--- src/rtl/lc3bp_pipe_ctrl.sv ---
// Pipeline latches for the post-decode stages of the LC3B core, with the
// register/CC dependency stall, the control-instruction stall and retire/bubble counters.
module lc3bp_pipe_ctrl #(
    parameter int STAGES      = 3,
    parameter int PAY_W       = 64,
    parameter int RID_W       = 3,
    parameter int STALL_STAGE = 1,
    parameter int SR_BYPASS   = 0,
    parameter int CNT_W       = 16
) (
    input  logic                    clk,
    input  logic                    reset,
    input  logic                    de_v,
    input  logic [PAY_W-1:0]        de_payload,
    input  logic                    de_ld_reg,
    input  logic [RID_W-1:0]        de_drid,
    input  logic                    de_ld_cc,
    input  logic                    de_br,
    input  logic                    de_sr1_needed,
    input  logic [RID_W-1:0]        de_sr1,
    input  logic                    de_sr2_needed,
    input  logic [RID_W-1:0]        de_sr2,
    input  logic                    de_cc_needed,
    input  logic                    mem_stall,
    input  logic                    flush,
    output logic                    dep_stall,
    output logic                    br_stall,
    output logic                    de_accept,
    output logic [STAGES-1:0]       stage_v,
    output logic [STAGES*PAY_W-1:0] stage_payload,
    output logic                    out_v,
    output logic                    out_ld_reg,
    output logic                    out_ld_cc,
    output logic [RID_W-1:0]        out_drid,
    output logic [CNT_W-1:0]        retire_cnt,
    output logic [CNT_W-1:0]        bubble_cnt
);
    localparam int LAST = STAGES - 1;
    // With a write-through register file the last stage never causes a RAW stall.
    localparam int CHK_LAST = (SR_BYPASS != 0) ? STAGES - 2 : STAGES - 1;

    logic [STAGES-1:0] v_q;
    logic [STAGES-1:0] ld_reg_q;
    logic [STAGES-1:0] ld_cc_q;
    logic [STAGES-1:0] br_q;
    logic [PAY_W-1:0]  pay_q  [STAGES];
    logic [RID_W-1:0]  drid_q [STAGES];
    logic [CNT_W-1:0]  retire_q;
    logic [CNT_W-1:0]  bubble_q;
    logic              hazard;

    always_comb begin
        hazard = 1'b0;
        for (int i = 0; i <= CHK_LAST; i++) begin
            if (v_q[i]) begin
                if (de_sr1_needed && ld_reg_q[i] && (drid_q[i] == de_sr1)) hazard = 1'b1;
                if (de_sr2_needed && ld_reg_q[i] && (drid_q[i] == de_sr2)) hazard = 1'b1;
                if (de_cc_needed && ld_cc_q[i]) hazard = 1'b1;
            end
        end
    end

    assign dep_stall = de_v && hazard;
    assign br_stall  = (de_v && de_br) || (|(v_q & br_q));
    assign de_accept = de_v && !dep_stall && !mem_stall && !flush;

    // Stages at or below STALL_STAGE freeze under mem_stall; the one above takes a bubble.
    always_ff @(posedge clk) begin
        if (reset) begin
            v_q      <= '0;
            ld_reg_q <= '0;
            ld_cc_q  <= '0;
            br_q     <= '0;
            for (int i = 0; i < STAGES; i++) begin
                pay_q[i]  <= '0;
                drid_q[i] <= '0;
            end
        end else if (flush) begin
            v_q <= '0;
        end else begin
            for (int i = STAGES - 1; i >= 1; i--) begin
                if (!(mem_stall && (i <= STALL_STAGE))) begin
                    v_q[i]      <= (mem_stall && (i == STALL_STAGE + 1)) ? 1'b0 : v_q[i-1];
                    ld_reg_q[i] <= ld_reg_q[i-1];
                    ld_cc_q[i]  <= ld_cc_q[i-1];
                    br_q[i]     <= br_q[i-1];
                    pay_q[i]    <= pay_q[i-1];
                    drid_q[i]   <= drid_q[i-1];
                end
            end
            if (!mem_stall) begin
                v_q[0]      <= de_accept;
                ld_reg_q[0] <= de_ld_reg;
                ld_cc_q[0]  <= de_ld_cc;
                br_q[0]     <= de_br;
                pay_q[0]    <= de_payload;
                drid_q[0]   <= de_drid;
            end
        end
    end

    always_ff @(posedge clk) begin
        if (reset) begin
            retire_q <= '0;
            bubble_q <= '0;
        end else begin
            if (v_q[LAST] && !(&retire_q)) retire_q <= retire_q + CNT_W'(1);
            if (dep_stall && !mem_stall && !flush && !(&bubble_q)) bubble_q <= bubble_q + CNT_W'(1);
        end
    end

    always_comb begin
        stage_payload = '0;
        for (int i = 0; i < STAGES; i++) stage_payload[i*PAY_W +: PAY_W] = pay_q[i];
    end

    assign stage_v    = v_q;
    assign out_v      = v_q[LAST];
    assign out_ld_reg = v_q[LAST] && ld_reg_q[LAST];
    assign out_ld_cc  = v_q[LAST] && ld_cc_q[LAST];
    assign out_drid   = drid_q[LAST];
    assign retire_cnt = retire_q;
    assign bubble_cnt = bubble_q;
endmodule

--- config.mk ---
export PLATFORM = sky130hd
export DESIGN_NAME = lc3bp_pipe_ctrl
export DESIGN_NICKNAME = d
export VERILOG_FILES = /design/src/rtl/lc3bp_pipe_ctrl.sv
export SDC_FILE = /design/constraint.sdc
export NUM_CORES = 1
export LEC_CHECK = 0
export ABC_AREA = 1
export BUFFER_PORTS_ARGS = -buffer_cell sky130_fd_sc_hd__buf_2
export CORE_MARGIN = 10
export CORE_UTILIZATION = 26
export DETAILED_ROUTE_END_ITERATION = 8
export GPL_TIMING_DRIVEN = 0
export PLACE_DENSITY = 0.49
export SETUP_SLACK_MARGIN = 0.4
export SLEW_MARGIN = 30
export SYNTH_ARGS = -nofsm -noshare
export SYNTH_HDL_FRONTEND = slang
export SYNTH_SLANG_ARGS = --single-unit
--- constraint.sdc ---
create_clock -name clk -period 5.6 [get_ports clk]
set_clock_uncertainty 0.1 [all_clocks]
set_input_delay 0.28 -clock clk [delete_from_list [all_inputs] [get_ports clk]]
set_output_delay 0.28 -clock clk [all_outputs]
set_load 0.02 [all_outputs]
Word-level counts from Yosys, hierarchy flattened

Memories as Yosys holds them, arrays and structs flattened.
Index checks and enable logic that the tools add are counted.

Reductions and logical operators: 38
Bitwise logic cells: 9
Equality and inequality tests: 6
$add $sub $neg: 2
Muxes and demuxes: 27

Operators with widths:

| operator                                      | number |
|---|---|
| 2-to-1 mux 64 bit                             | 3 |
| adder 16 x 1 -> 16 bit, second input constant | 2 |
| AND reduction 16 bit                          | 2 |
| logical AND 1 bit                             | 26 |
| 2-to-1 mux 1 bit                              | 21 |
| equality test 3 bit                           | 6 |
| 2-to-1 mux 3 bit                              | 3 |
| bitwise OR 1 bit                              | 6 |
| OR reduction 3 bit                            | 2 |
| logical NOT 1 bit                             | 5 |
| AND 3 bit                                     | 1 |
| NOT 1 bit                                     | 2 |
| AND reduction 2 bit                           | 1 |
| OR reduction 2 bit                            | 1 |
| logical OR 1 bit                              | 1 |

Input bits: 84
Logic and storage cells: 94
Bits in registers: 44
RAM bits: 201
Memories: 2

Memory list:

| name   | depth | bits a word | rd ports | clocked after Yosys merged registers in | write ports | line | text |
|---|---|---|---|---|---|---|---|
| pay_q  | 3     | 64          | 3        | 0                                       | 3           | 46   | `logic [PAY_W-1:0] pay_q [STAGES];` |
| drid_q | 3     | 3           | 3        | 0                                       | 3           | 47   | `logic [RID_W-1:0] drid_q [STAGES];` |

Logic depth before layout (Yosys ltp)

Depth in word-level cells: 19
Depth in mapped cells: 12

Worst setup path after synthesis

Ideal clock, no wire load.

Path type: input-to-reg
Start point: input port reset
End point: memory drid_q[0][0] (enable)
Path slack: 1.284 ns
Required time: 4.314 ns
Path buffers: 1
Arrival time: 3.030 ns
Stages on the path: 4
Cell sequence: clkbuf_1 -> inv_1 -> nand2_1 -> nand2_1

RTL lines:

| item            | line | text |
|---|---|---|
| start, declared | 12   | `input logic reset,` |
| end, declared   | 47   |  |

==> qor.yml <==
status: "complete, no violations"
yosys.area_share.simple_pct: 17.26
start_util_pct: 26.51
drc_errors: 0
fin_setup_tns_ns: 0
switching_power_uw: 1123
yosysUniqueCellTypes: 34
reg2reg_to: "bubble_cnt[8]"
cts.path.max_buffers: 3
synth_nets: 1125
die_h_microns: 219.2
rr_worst_depth: 9
hold_start: "reset"
min_path_cells: 2
avgSynthCellArea_sq_um: 9.929
yosys.area_share.adder_pct: 0.2426
muxShareOfSynthArea_pct: 0
syn_inst: 1039
rows: 72
root_buffer: "clkbuf_16"
drive_above_1_share_pct: 26.78
synth_compound_area_share_pct: 2.935
core_sq_um: 38920
fmax_mhz: 376.2
cp_data_required_time_ns: 5.22
rsz0062_at_grt: "false"
grt_pass1_wl_microns: 48440
stdcell_count: 2005
cts_buffers: 29
p_comb_share_pct: 11.6
ys_seq_area_share_pct: 67.05
synth_top_family_by_area: "simple AND/OR/NAND/NOR gates"
startpoint_type: "flip-flop"
min_path_type: "input pin to flip-flop"
num-fill-cells: 3933
drv_slew: 0
synth.top_cell.area_share_pct: 58.51
portBuffers: 318
tightest_slew_ns: 0.7711
drt_iter0_markers: 470
clk_pin_slew_worst_paths_ns: 0.06
clockPowerShare_pct: 39.2
area_delta_synth_final_pct: 37.83
die_w_microns: 219.2
end_kind: "output pin"
cts_setup_buffers: 0
gp_congestion: 0.8485
synth_area_sq_um: 10320
fp.dieArea_sq_um: 48040
grt-ovfl-total: 0
fin_nets: 1550
ir_worst_vdd_v: 0.0002147
path_class: "flip-flop to output pin"
antenna_found_initial: 1
clock_latency_ns: 0.56
post-place-cells: 1879
antenna_left: 0
rrSetupSlack_ns: 3.39
p_int_uw: 3229
ys_seq_elements: 245
cts_num_sinks: 245
yosysWarnings: 0
seqPwrFrac_pct: 49.2
period_needed_ns: 2.658
grt_usage_pct: 12.85
powerDensity_nw_per_um2: 306.1
fin_crit_sh_pct: 47.46
grt_pass1_vias: 8162
hold_end: "bubble_cnt[15]"
viasPerCell: 4.024
leakage_uw: 0.006682
wl_per_cell_microns: 15.93
grt_max_degree: 46
drv_cap: 0
sw_frac_of_total_pct: 25.81
ys_top_cells_by_area: "edfxtp_1 (59%), inv_1 (8.9%), nor2_1 (8.8%), dfxtp_1 (8.5%), nand2_1 (4.6%)"
synth_xor_area_share_pct: 1.698
hold_viol: 0
rr_startpoint: "bubble_cnt[0]"
cp.arrival_ns: 2.28
wl_microns: 31940
setup_viol: 0
htreeDepth: 1
dr.pass1.iters: 5
via_count: 8068
ioPinCount: 320
dp_hpwl_microns: 24110
slew-limit-headroom_pct: 48.60
yosys.area.top_type: "edfxtp_1"
cts_tree: "built"
crit_path_max_fanout: 10
-- what timing repair did --
item	4_1_cts	5_1_grt
endpoints found under the setup margin	0	0
resized for setup	0	0
hold buffers	72	0
hold endpoints to repair	74	0
-- layer usage --
layer,global-route usage (%),routed length (microns)
met1,15.32,12960
met5,0,0
met3,4.759,3076
met4,3.310,579
met2,21.46,15330
-- area by class of cell --
type	instances	area [sq um]	share of cell area [%]
inverter	254	953.4	6.705
clock buffer	46	799.5	5.623
clock inverter	7	36.28	0.2552
timing repair buffer	394	2400	16.88
tap	518	648.1	4.558
multi-input combinational	506	2298	16.17
antenna	1	2.502	0.01760
buffer	34	163.9	1.153
sequential	245	6917	48.64
-- kinds of logic after synthesis --
family,count (synthesis)
AO/OA/AOI/OAI,50
XOR/XNOR,20
adder cells (fa/ha/maj),2
buffers and inverters,288
flip-flops,245
AND/OR/NAND/NOR,434
-- power groups by stage --
stage,clock [uW],combinational [uW],sequential (uW)
CTS,1770,518,2140
global placement,0,466,2200
detailed placement,0,475,2180
floorplan,0,127,2310
global route,1830,553,2160
finish,1700,505,2140
-- through the flow --
step                      utilization, %  total power, uW  setup WS (ns)  hold slack (ns)  instance area, sq um
after floorplan                        -             2440          1.284           0.2735                 10320
after CTS                          36.53             4432          2.866          0.05637                 14220
after global placement             32.26             2661         -1.172           0.3717                 12560
final                              36.54             4352          2.942          0.08533                 14220
after global routing               36.54             4543          2.730          0.09554                 14220
after detailed placement           32.53             2657          2.837           0.3803                 12660
-- layout by cell type, fill, tap and decap left out, drive strengths merged --
cell type	instances
clkinv	7
diode	1
dfxtp	44
xor2	14
o21ai	11
clkbuf	69
inv	254
ha	2
nor4	2
edfxtp	201
buf	333
nor3	13
nand2	132
nor2	243
o22ai	5
dlygate4sd3	72
nand3	40
xnor2	6
nand4	4
a21oi	31
a221o	1
a31oi	1
a211oi	1
-- how the worst max path moves through the flow --
stage                 start           end  slack, ns
2_1_floorplan         reset  drid_q[0][0]       1.28
3_3_place_gp          reset  pay_q[0][92]      -1.17
3_5_place_dp          reset  pay_q[0][70]       2.84
4_1_cts        drid_q[0][6]     dep_stall       2.87
5_1_grt        drid_q[0][6]     dep_stall       2.73
6_report       drid_q[0][6]     dep_stall       2.94
-- critical path, stage by stage, from the launching register on --
cell and delay [ns]:
edfxtp_1 0.42, inv_1 0.14, nand2_1 0.06, nand2_1 0.09, nor2_1 0.05, nand2_1 0.07, nand3_1 0.08, nand2_1 0.10
nand3_4 0.19, buf_2 0.26, nand2_1 0.08, inv_1 0.04, buf_2 0.15
-- registers in the layout (all words and copies together), names as in the netlist --
name and cells:
pay_q 192, bubble_cnt 16, retire_cnt 16, drid_q 9, br_q 3, ld_cc_q 3, ld_reg_q 3, stage_v 3
-- cell usage after synthesis --
library cell	number
nand2_2	4
inv_2	9
o22ai_1	5
nor3_1	10
a221o_1	1
nor2_1	241
clkinv_1	1
o21ai_1	1
inv_1	244
nand2_1	127
buf_4	4
ha_1	2
dfxtp_1	44
a211oi_1	1
xnor2_1	6
nand4_1	4
buf_2	3
a21oi_1	21
buf_12	1
nand3_1	39
o21ai_0	10
nor2_2	1
a21oi_2	10
clkbuf_1	23
nand2_8	1
nor4_1	2
nor3_2	2
buf_1	3
edfxtp_1	201
xor2_1	14
nor2_4	1
nor3_4	1
nand3_4	1
a31oi_1	1
Power figures use the tool's default switching activity.
